`src/rtl/prog_target_lut.sv`:
```
// prog_target_lut
//   Programmable branch-target / data-address lookup table for the 3BC
//   processor. The program loader writes entries, the instruction decoder
//   reads them. After every reset the table fills itself with INIT_VAL, one
//   entry per clock. While that runs the table is unavailable to both sides.
//
// Ports
//   Clk       in   1      clock; everything changes on the rising edge
//   Reset     in   1      synchronous, active-low reset
//   Busy      out  1      high while the init sequence runs
//   Wr_En     in   1      write request
//   Wr_Idx    in   IDX_W  write index
//   Wr_Data   in   ENT_W  write data
//   Wr_Ready  out  1      inverse of Busy; a write is taken when Wr_En & Wr_Ready
//   Rd_En     in   1      read request
//   Rd_Idx    in   IDX_W  read index
//   Rd_Data   out  OUT_W  registered read data, sign- or zero-extended
//   Rd_Valid  out  1      high for the cycle after each accepted read
module prog_target_lut #(
  parameter int IDX_W    = 4,
  parameter int ENT_W    = 10,
  parameter int OUT_W    = 10,
  parameter int SIGN_EXT = 1,
  parameter int INIT_VAL = 1
) (
  input  logic             Clk,
  input  logic             Reset,
  output logic             Busy,
  input  logic             Wr_En,
  input  logic [IDX_W-1:0] Wr_Idx,
  input  logic [ENT_W-1:0] Wr_Data,
  output logic             Wr_Ready,
  input  logic             Rd_En,
  input  logic [IDX_W-1:0] Rd_Idx,
  output logic [OUT_W-1:0] Rd_Data,
  output logic             Rd_Valid
);

  localparam int               DEPTH    = 2 ** IDX_W;
  localparam logic [ENT_W-1:0] INIT_ENT = ENT_W'(INIT_VAL);
  localparam logic [IDX_W-1:0] LAST_IDX = IDX_W'(DEPTH - 1);

  typedef enum logic {
    ST_INIT,
    ST_READY
  } state_t;

  state_t           state;
  state_t           next_state;
  logic [IDX_W-1:0] init_cnt;

  logic [ENT_W-1:0] mem [DEPTH];

  logic             mem_we;
  logic [IDX_W-1:0] mem_widx;
  logic [ENT_W-1:0] mem_wdata;
  logic             rd_acc;
  logic [ENT_W-1:0] rd_ent;

  // Widen a stored entry to the read-port width. A size cast of a signed
  // operand replicates the sign bit, and it is a plain copy when the widths
  // are equal.
  function automatic logic [OUT_W-1:0] extend(input logic [ENT_W-1:0] e);
    if (SIGN_EXT != 0) return OUT_W'($signed(e));
    else               return OUT_W'(e);
  endfunction

  // NOTE: sequential state is updated with non-blocking assignments only.
  // That way every flop samples the values from before the edge, whatever
  // order the simulator evaluates the blocks in.
  always_ff @(posedge Clk) begin
    if (!Reset) begin
      state    <= ST_INIT;
      init_cnt <= '0;
    end else begin
      state <= next_state;
      if (state == ST_INIT) init_cnt <= init_cnt + 1'b1;
    end
  end

  // NOTE: every output of this block gets a default before the case. A path
  // that forgets an assignment then cannot infer a latch.
  always_comb begin
    next_state = state;
    Busy       = (state == ST_INIT);
    Wr_Ready   = ~Busy;
    unique case (state)
      ST_INIT:  if (init_cnt == LAST_IDX) next_state = ST_READY;
      ST_READY: next_state = ST_READY;
      default:  next_state = ST_INIT;
    endcase
  end

  // Single write port. During init the counter owns it. Otherwise the loader
  // owns it. An edge with Reset low writes nothing.
  always_comb begin
    mem_we    = 1'b0;
    mem_widx  = Wr_Idx;
    mem_wdata = Wr_Data;
    if (Reset) begin
      if (state == ST_INIT) begin
        mem_we    = 1'b1;
        mem_widx  = init_cnt;
        mem_wdata = INIT_ENT;
      end else if (Wr_En) begin
        mem_we = 1'b1;
      end
    end
  end

  assign rd_acc = Reset && (state == ST_READY) && Rd_En;

  // Write-first bypass: a read that hits the index being written on the same
  // edge returns the new data, not the old entry.
  assign rd_ent = (Wr_En && (Wr_Idx == Rd_Idx)) ? Wr_Data : mem[Rd_Idx];

  // NOTE: the table array has no reset branch. The init sequence defines its
  // contents, and leaving out the reset lets it map onto RAM.
  always_ff @(posedge Clk) begin
    if (mem_we) mem[mem_widx] <= mem_wdata;
  end

  always_ff @(posedge Clk) begin
    if (!Reset) begin
      Rd_Data  <= '0;
      Rd_Valid <= 1'b0;
    end else if (rd_acc) begin
      Rd_Data  <= extend(rd_ent);
      Rd_Valid <= 1'b1;
    end else begin
      Rd_Valid <= 1'b0;
    end
  end

endmodule
```
`config.mk`:
```
export PLATFORM = sky130hd
export DESIGN_NAME = prog_target_lut
export DESIGN_NICKNAME = d
export VERILOG_FILES = /design/src/rtl/prog_target_lut.sv
export SDC_FILE = /design/constraint.sdc
export NUM_CORES = 1
export LEC_CHECK = 0
export ABC_AREA = 1
export CORE_MARGIN = 2
export CORE_UTILIZATION = 53
export CTS_CLUSTER_DIAMETER = 150
export DETAILED_ROUTE_END_ITERATION = 8
export PLACE_DENSITY = 0.72
export SKIP_LAST_GASP = 1
export SLEW_MARGIN = 20
export SYNTH_ARGS = -nofsm -noshare
export SYNTH_HDL_FRONTEND = slang
export SYNTH_SLANG_ARGS = --single-unit
```
`constraint.sdc`:
```
create_clock -name Clk -period 6.2 [get_ports Clk]
set_input_delay 0.62 -clock Clk [delete_from_list [all_inputs] [get_ports Clk]]
set_output_delay 0.62 -clock Clk [all_outputs]
set_load 0.01 [all_outputs]
```
==> flow_metrics.py, run 1 <==
metrics = {
    "synthesis": {
        "synth_cell_types": 26,
        "syn_avg_cell_area_um2": 9.56,
        "ys_seq_elements": 176,
        "syn_inst": 834,
        "netlist_area_um2": 7980,
        "synth_warnings": 0,
        "ys_seq_area_frac": 0.643,
        "syn_nets": 857,
    },
    "cts": {
        "cts.path.max_buffers": 2,
        "cts_buffers": 17,
        "cts_tree": "done",
        "cts.htree.levels": 4,
        "cts.sinks": 176,
        "clk-insertion-delay-late_ns": 0.43,
        "clkTransAtPathRegs_ns": 0.07,
        "cts_root_buffer": "clkbuf_16",
        "post-cts-setup-buffer-count": 0,
        "post_cts_resized": 0,
        "cts_hold_buf": 0,
    },
    "finish": {
        "multi_input_area_um2": 2200,
        "nFillCells": 1180,
        "final_nets": 878,
        "num_antenna_cells": 0,
        "drive_gt1_frac": 0.0922,
        "fin_area_um2": 9050,
        "area.growth.synth_to_final_pct": 13.4,
        "regArea_um2": 5120,
    },
    "power": {
        "p_sw_frac": 0.227,
        "p_clk_frac": 0.426,
        "leakagePower_uw": 0.00385,
        "seqPwrFrac": 0.493,
        "power_uw": 2690,
        "power.share.combinational": 0.080,
        "power_density_nw_per_um2": 297,
        "irDropWorstVdd_uv": 357,
        "p_int_uw": 2080,
        "switchingPower_uw": 610,
    },
    "detailed_routing": {
        "drt_iter0_markers": 796,
        "wire_per_inst_um": 18.6,
        "drt.antenna.violating_nets": 0,
        "vias": 5745,
        "drc": 0,
        "vias_per_cell": 5.46,
        "drtPass1Iterations": 7,
        "routed_wirelength_um": 19500,
    },
    "timing": {
        "rsz0062_at_grt": "false",
        "fin_crit_sh": 0.594,
        "skew_ns": 0.00707,
        "worstMarginPinSlew_ns": 1.06,
        "hold_viol": 0,
        "min_period_ns": 3.68,
        "maxSlewHeadroom": 0.290,
        "fin_ws_ns": 2.52,
        "tns_ns": 0,
        "drv_slew": 0,
        "finalSetupViolCount": 0,
        "fmax_mhz": 272,
    },
    "flow_run": {
        "drv_cap": 0,
    },
    "floorplanning": {
        "io_pins": 35,
        "fp.dieH_um": 127,
        "initial_core_util": 0.545,
        "dieArea_um2": 16000,
        "core-area_um2": 14600,
        "rows": 44,
        "die_width_um": 127,
    },
    "global_routing": {
        "grt_pass1_wl_um": 30100,
        "antenna_found_initial": 0,
        "grt_pass1_vias": 5526,
        "grt_max_degree": 82,
        "track_usage": 0.255,
        "gr-total-overflow": 0,
    },
    "setup_path": {
        "critPathKind": "input pin to flip-flop",
        "critPathArrivalTime_ns": 4.05,
        "start_kind": "input pin",
        "cp_data_required_time_ns": 6.57,
        "crit_fanout": 61,
        "crit_path_end_kind": "flip-flop",
    },
    "run_status": {
        "outcome": "completed",
    },
    "placed_design": {
        "routabilityCongestion": 0.918,
        "postPlaceCellArea_um2": 8410,
        "dp_hpwl_um": 12100,
        "portBuffers": 34,
        "preCtsSetupSlack_ns": 2.60,
    },
    "hold_path": {
        "worstHoldPathType": "flip-flop to flip-flop",
    },
}
final timing paths:
kind / startpoint / to / slack (ns) / cells past startpoint
setup / recovery: Rd_Idx[1] / Rd_Data[0] / 2.52 / 9
hold / removal: Rd_Data[9] / Rd_Data[9] / 0.47 / 2
setup reg to reg: Wr_Ready / mem[13][5] / 3.79 / 6
hold reg to reg: Rd_Data[9] / Rd_Data[9] / 0.47 / 2
layout make-up:
cell class,instances,area share
Sequential cell,176,0.566
Clock buffer,20,0.0505
Tap cell,184,0.0254
Inverter,126,0.0527
Timing Repair Buffer,40,0.0420
Clock inverter,12,0.0202
Multi-Input combinational cell,494,0.243
critical path, cell delays in order:
cell and delay (ns):
clkdlybuf4s50_1 1.10, clkinv_2 1.04, nand3_1 0.37, nand3_2 0.13, nor2_4 0.27, nand2_4 0.16
nand2_1 0.13, nand3_1 0.07, a21oi_1 0.14
cell families after synthesis:
group,Yosys count,synth area share
adder cells (fa/ha/maj),1,0.00157
buffers and inverters,164,0.0822
AND/OR/NAND/NOR,479,0.264
AO/OA/AOI/OAI,14,0.00925
flip-flops,176,0.643
per-layer routing:
metal	vias to the layer above	wire, um	GRT usage
li1	2718	-	-
met4	0	547	0.0983
met1	2728	8110	0.336
met5	-	0	0
met2	254	9160	0.403
met3	45	1700	0.0780
registers in the layout, summed over array words and instances, names as in the netlist:
name and count:
mem 160, Rd_Data 10, init_cnt 4, Rd_Valid 1, Wr_Ready 1
power groups by stage:
stage               logic (uW)  registers, uW  clock network, uW
floorplan                  142           1350                  0
global placement           208           1350                  0
detailed placement         210           1350                  0
CTS                        211           1330               1150
global route               236           1330               1200
finish                     216           1330               1150
Yosys cell counts, drive strengths merged:
master | number | share of area
a21oi | 12 | 0.0075
buf | 14 | 0.011
clkbuf | 24 | 0.011
dfxtp | 16 | 0.040
edfxtp | 160 | 0.60
ha | 1 | 0.0016
inv | 126 | 0.060
nand2 | 269 | 0.14
nand3 | 121 | 0.077
nand4 | 1 | 0.00078
nor2 | 60 | 0.031
nor3 | 7 | 0.0044
nor4 | 1 | 0.00078
o21ai | 1 | 0.00063
o41ai | 1 | 0.0011
or2 | 20 | 0.016
metrics by stage:
stage	std cells	utilization	hold slack, ns
2_1_floorplan	834	-	0.470
3_3_place_gp	1020	0.574	0.459
3_5_place_dp	1020	0.574	0.458
4_1_cts	1052	0.618	0.468
5_1_grt	1052	0.618	0.492
6_report	1052	0.618	0.469
placed cells by master (no fill, tap or decap), types with 2 or more instances in the layout:
cell type | Yosys | final
clkinv_2 | 0 | 3
nand3_1 | 120 | 120
buf_4 | 2 | 6
or2_2 | 20 | 20
edfxtp_1 | 160 | 160
nor2_1 | 57 | 57
clkbuf_8 | 0 | 2
nand2_4 | 4 | 4
inv_2 | 3 | 2
nor3_1 | 7 | 7
bufinv_16 | 0 | 4
inv_1 | 122 | 122
clkinv_4 | 0 | 5
a21oi_1 | 12 | 12
nand2_2 | 9 | 9
dfxtp_1 | 16 | 16
nor2_4 | 3 | 3
clkbuf_16 | 0 | 17
nand2_1 | 255 | 255
clkdlybuf4s50_1 | 0 | 33
Note: power is estimated with default switching activity, not from simulation.
==> run 2, diff against run 1 <==
Clock period 6.2 ns to 3.5 ns, I/O delays scaled along.
==> run 2 against run 1 <==
Net effect:
- sequential power up 77%
- count of clock-buffer cells in the layout shrank 2
- combinational power up 82%
- flip-flop and latch count is the same
- routed wire length is 1.1% lower
- cell count increased by 1.3%
- die area stayed put
- core utilization is 0.62 points higher
- clock power rose by 65%
- worst hold slack better by 0.0027 ns
- largest cell class unchanged
- highest routed layer unchanged
==> flow_metrics.py, run 2 (same netlist as run 1, synthesis figures left out) <==
metrics = {
    "global_routing": {
        "track_usage": 0.254,
        "grt_max_degree": 82,
        "grt_pass1_wl_um": 29500,
        "gr-total-overflow": 0,
        "grt_pass1_vias": 5489,
        "antenna_found_initial": 1,
    },
    "setup_path": {
        "crit_slowest_cell": "clkdlybuf4s50_1",
        "reg2reg_slack_ns": 1.50,
        "r2r_end": "mem[7][9]",
        "r2r_start": "Wr_Ready",
        "critPathKind": "input pin to flip-flop",
        "critPathArrivalTime_ns": 2.41,
        "cp_data_required_time_ns": 3.65,
        "start_kind": "input pin",
        "crit_fanout": 14,
        "max_stage_delay_ns": 0.62,
        "rr_worst_depth": 7,
        "crit_path_end_kind": "flip-flop",
        "cp_cell_sequence": "clkdlybuf4s50_1 -> inv_2 -> nor2_4 -> nand2_1 -> nand2_2 -> nor2_1 -> nand2_1 -> nor2_1 -> buf_4",
    },
    "detailed_routing": {
        "vias_per_cell": 5.43,
        "drtPass1Iterations": 5,
        "drt_iter0_markers": 731,
        "drc": 0,
        "wire_per_inst_um": 18.1,
        "routed_wirelength_um": 19300,
        "drt.antenna.violating_nets": 0,
        "vias": 5788,
    },
    "timing": {
        "fmax_mhz": 443,
        "fin_crit_sh": 0.645,
        "hold_viol": 0,
        "tns_ns": 0,
        "skew_ns": 0.00766,
        "rsz0062_at_grt": "false",
        "min_period_ns": 2.26,
        "worstMarginPinSlew_ns": 0.900,
        "maxSlewHeadroom": 0.400,
        "drv_slew": 0,
        "finalSetupViolCount": 0,
    },
    "cts": {
        "cts.htree.levels": 4,
        "cts_buffers": 17,
        "cts_tree": "done",
        "cts_hold_buf": 0,
        "cts_root_buffer": "clkbuf_16",
        "clkTransAtPathRegs_ns": 0.07,
        "post-cts-setup-buffer-count": 0,
        "cts.path.max_buffers": 2,
        "cts.sinks": 176,
        "post_cts_resized": 0,
        "clk-insertion-delay-late_ns": 0.43,
    },
    "finish": {
        "largest_register_ffs": 160,
        "final_common_cell": "nand2_1",
        "area.growth.synth_to_final_pct": 14.6,
        "layout_common_cells": "nand2_1, edfxtp_1, inv_1",
        "finalNonFillerCells": 1066,
        "num_antenna_cells": 0,
        "final_nets": 893,
        "reg.largest.list": "mem (160), Rd_Data (10), init_cnt (4)",
        "drive_gt1_frac": 0.107,
        "fin_area_um2": 9140,
        "top_register": "mem",
    },
    "power": {
        "irDropWorstVdd_uv": 665,
        "leakagePower_uw": 0.00390,
        "switchingPower_uw": 1070,
        "power_density_nw_per_um2": 509,
        "p_clk_frac": 0.410,
        "p_int_uw": 3570,
        "p_sw_frac": 0.231,
        "seqPwrFrac": 0.506,
        "power.share.combinational": 0.085,
    },
    "placed_design": {
        "place_inst": 1035,
        "routabilityCongestion": 0.925,
        "dp_hpwl_um": 12000,
        "portBuffers": 34,
        "postPlaceCellArea_um2": 8540,
    },
    "floorplanning": {
        "io_pins": 35,
        "dieArea_um2": 16000,
        "initial_core_util": 0.545,
        "rows": 44,
        "fp.dieH_um": 127,
        "die_width_um": 127,
        "core-area_um2": 14600,
    },
    "hold_path": {
        "hold_path_depth": 2,
        "worstHoldPathType": "flip-flop to flip-flop",
        "hold_path.startpoint": "Rd_Data[9]",
        "whs_endpoint": "Rd_Data[9]",
    },
    "run_status": {
        "outcome": "completed",
    },
    "flow_run": {
        "drv_cap": 0,
    },
}
## run 2: changes by cell type in the layout (fill, tap and decap cells not counted), moves of 2 or more
cell,delta
clkinv_4,-3
clkinvlp_4,+5
buf_4,+13
buf_12,+2
clkbuf_8,-2
## run 2: final cells by class
cell class	instances	area [um2]
Sequential cell	176	5120
Tap cell	184	230
Clock buffer	18	429
Multi-Input combinational cell	494	2200
Inverter	126	475
Clock inverter	13	164
Fill cell	1204	5510
Timing Repair Buffer	55	518
## run 2: worst max path at each step
stage | startpoint | endpoint | slack [ns]
3_3_place_gp | Reset | mem[8][6] | 0.88
3_5_place_dp | Reset | mem[7][1] | 0.80
6_report | Reset | mem[7][9] | 1.24
5_1_grt | Reset | mem[7][1] | 1.07
4_1_cts | Reset | mem[7][1] | 1.24
2_1_floorplan | Wr_Ready | mem[2][0] | 1.35
## run 2: through the flow
| stage | hold slack [ns] | power [uW] | setup slack (ns) | util |
|---|---|---|---|---|
| detailed placement | 0.466 | 2780 | 0.804 | 0.583 |
| floorplan | 0.470 | 2640 | 1.35 | - |
| CTS | 0.477 | 4660 | 1.24 | 0.624 |
| global placement | 0.466 | 2780 | 0.877 | 0.583 |
| global route | 0.490 | 4790 | 1.07 | 0.624 |
| finish | 0.472 | 4650 | 1.24 | 0.624 |
## run 2: critical path, delay by kind of cell
kind,cells,cell delay [ns]
simple gates,6,0.86
buf+inv,3,1.19
## run 2: layer usage
layer  wire (um)  vias up  track usage
li1            -     2744            -
met1        7420     2768        0.317
met2        9850      239        0.433
met3        1630       37       0.0687
met4         412        0       0.0860
met5           0        -            0
## run 2: power by group through the flow
stage | clock, uW | combinational (uW) | sequential [uW]
6_report | 1900 | 393 | 2350
3_3_place_gp | 0 | 383 | 2390
4_1_cts | 1920 | 390 | 2350
2_1_floorplan | 0 | 251 | 2390
3_5_place_dp | 0 | 387 | 2390
5_1_grt | 2010 | 429 | 2350
==> run 3, diff against run 2 <==
Settings changed: PLACE_DENSITY 0.72 to 0.75.
Clock period 3.5 ns to 1.8 ns, I/O delays scaled along.
==> run 3 against run 2 <==
Net effect:
- count of clock-buffer cells in the layout up 8
- worst setup slack worse by 1.1 ns
- cell count increased by 3.5%
- critical path type is now flip-flop to output port
- largest cell class unchanged
==> flow_metrics.py, run 3 (same netlist as run 1, synthesis figures left out) <==
metrics = {
    "run_status": {
        "outcome": "completed",
    },
    "floorplanning": {
        "io_pins": 35,
        "dieArea_um2": 16000,
        "rows": 44,
        "initial_core_util": 0.545,
        "die_width_um": 127,
        "core-area_um2": 14600,
        "fp.dieH_um": 127,
    },
    "placed_design": {
        "preCtsSetupSlack_ns": -0.265,
        "routabilityCongestion": 0.922,
        "portBuffers": 34,
        "dp_hpwl_um": 12100,
    },
    "hold_path": {
        "whs_endpoint": "Rd_Data[8]",
        "worstHoldPathType": "flip-flop to flip-flop",
        "hold_path.startpoint": "Rd_Data[8]",
        "hold_path_depth": 2,
    },
    "cts": {
        "cts_root_buffer": "clkbuf_16",
        "clkTransAtPathRegs_ns": 0.06,
        "cts.path.max_buffers": 2,
        "clk-insertion-delay-late_ns": 0.43,
        "cts_tree": "done",
        "cts.htree.levels": 4,
        "cts_buffers": 17,
        "cts.sinks": 176,
    },
    "detailed_routing": {
        "vias_per_cell": 5.26,
        "wire_per_inst_um": 17.2,
        "vias": 5803,
        "routed_wirelength_um": 18900,
        "drc": 0,
        "drt_iter0_markers": 601,
        "drt.antenna.violating_nets": 0,
        "drtPass1Iterations": 6,
    },
    "global_routing": {
        "gr-total-overflow": 0,
        "track_usage": 0.250,
        "grt_pass1_wl_um": 29800,
        "grt_max_degree": 42,
        "antenna_found_initial": 0,
        "grt_pass1_vias": 5783,
    },
    "power": {
        "p_clk_frac": 0.403,
        "switchingPower_uw": 2050,
        "power_density_nw_per_um2": 943,
        "power.share.combinational": 0.098,
        "p_sw_frac": 0.223,
        "leakagePower_uw": 0.00419,
        "irDropWorstVdd_uv": 901,
        "p_int_uw": 7130,
        "seqPwrFrac": 0.498,
    },
    "finish": {
        "final_nets": 929,
        "final_util": 0.665,
        "nFillCells": 1086,
        "multi_input_area_um2": 2230,
        "area.growth.synth_to_final_pct": 22.0,
        "reg.largest.list": "mem (160), Rd_Data (10), init_cnt (4)",
        "top_register": "mem",
        "final_common_cell": "nand2_1",
        "largest_register_ffs": 160,
        "regArea_um2": 5130,
        "layout_common_cells": "nand2_1, edfxtp_1, inv_1",
        "num_antenna_cells": 0,
        "drive_gt1_frac": 0.153,
    },
    "timing": {
        "drv_slew": 0,
        "rsz0062_at_grt": "false",
        "fmax_mhz": 601,
        "worstMarginPinSlew_ns": 0.363,
        "finalSetupViolCount": 0,
        "min_period_ns": 1.66,
        "fin_crit_sh": 0.924,
        "worst_hold_slack_ns": 0.465,
        "maxSlewHeadroom": 0.758,
        "skew_ns": 0.00630,
        "hold_viol": 0,
        "fin_ws_ns": 0.137,
    },
    "setup_path": {
        "cp_data_required_time_ns": 1.62,
        "cp_cell_sequence": "buf_4 -> clkdlybuf4s50_1",
        "reg2reg_slack_ns": 0.16,
        "worstPathBufferInverterCount": 2,
        "r2r_end": "mem[0][4]",
        "r2r_start": "Wr_Ready",
        "max_stage_delay_ns": 0.53,
        "start_kind": "flip-flop",
        "crit_slowest_cell": "clkdlybuf4s50_1",
        "critPathKind": "flip-flop to output port",
        "crit_path_end_kind": "output port",
        "rr_worst_depth": 8,
        "critPathTopFamily": "buffers and inverters",
        "crit_fanout": 4,
        "critPathArrivalTime_ns": 1.48,
    },
    "flow_run": {
        "drv_cap": 0,
    },
}
==> run 3: changes by cell type in the layout (fill, tap and decap cells not counted), moves of 3 or more <==
cell | before | now
nor2_2 | 0 | 5
clkbuf_8 | 0 | 4
bufinv_16 | 3 | 0
nor3_2 | 0 | 4
buf_4 | 19 | 34
nor2_1 | 57 | 52
clkbuf_16 | 17 | 21
nor3_1 | 7 | 3
clkinvlp_4 | 5 | 1
buf_12 | 2 | 23
==> run 3: per-stage QoR <==
| step | power, uW | TNS, ns | instances | instance area, um2 |
|---|---|---|---|---|
| detailed placement | 5540 | -36.41 | 1071 | 9110 |
| global route | 9450 | 0 | 1103 | 9730 |
| finish | 9170 | 0 | 1103 | 9730 |
| floorplan | 5150 | -8.05 | 834 | 8010 |
| CTS | 9210 | 0 | 1103 | 9730 |
| global placement | 5530 | -31.74 | 1071 | 9110 |
==> run 3: timing repair <==
item,in CTS,in global routing
gates resized for setup,0,1
hold buffers,0,0
setup buffers,0,0
endpoints found under the setup margin,0,31
==> run 3: worst max-delay path by stage <==
stage	from	endpoint	slack [ns]	cells after the start
after floorplan	Wr_Ready	mem[0][0]	-0.09	6
after global placement	Reset	mem[0][8]	-0.25	9
after detailed placement	Reset	mem[0][4]	-0.26	9
after CTS	Wr_Ready	Wr_Ready	0.04	2
after global routing	Wr_Ready	mem[0][1]	0.03	8
final	Wr_Ready	Wr_Ready	0.14	2
==> run 3: worst min-delay path: cells and delay by family (launching register included) <==
| kind | cells | cell delay (ns) |
|---|---|---|
| flops | 1 | 0.31 |
| simple gates | 1 | 0.06 |
| compound gates | 1 | 0.05 |
==> run 3: layout make-up <==
cell class	count	share of cell area
sequential	176	0.527
clock buffer	26	0.0600
timing repair buffer	91	0.108
tap	184	0.0237
inverter	126	0.0489
clock inverter	6	0.00373
multi-input combinational	494	0.229
==> run 3: routing by layer <==
layer / vias to the layer above / share of wire / GRT usage
li1: 2814 / - / -
met1: 2738 / 0.42 / 0.332
met2: 221 / 0.49 / 0.408
met3: 30 / 0.067 / 0.0574
met4: 0 / 0.025 / 0.0905
met5: - / 0 / 0
==> run 3: power groups by stage <==
stage | clock (uW) | sequential, uW | combinational (uW)
2_1_floorplan | 0 | 4650 | 498
3_3_place_gp | 0 | 4650 | 877
3_5_place_dp | 0 | 4650 | 889
4_1_cts | 3740 | 4570 | 898
5_1_grt | 3890 | 4570 | 984
6_report | 3700 | 4570 | 903
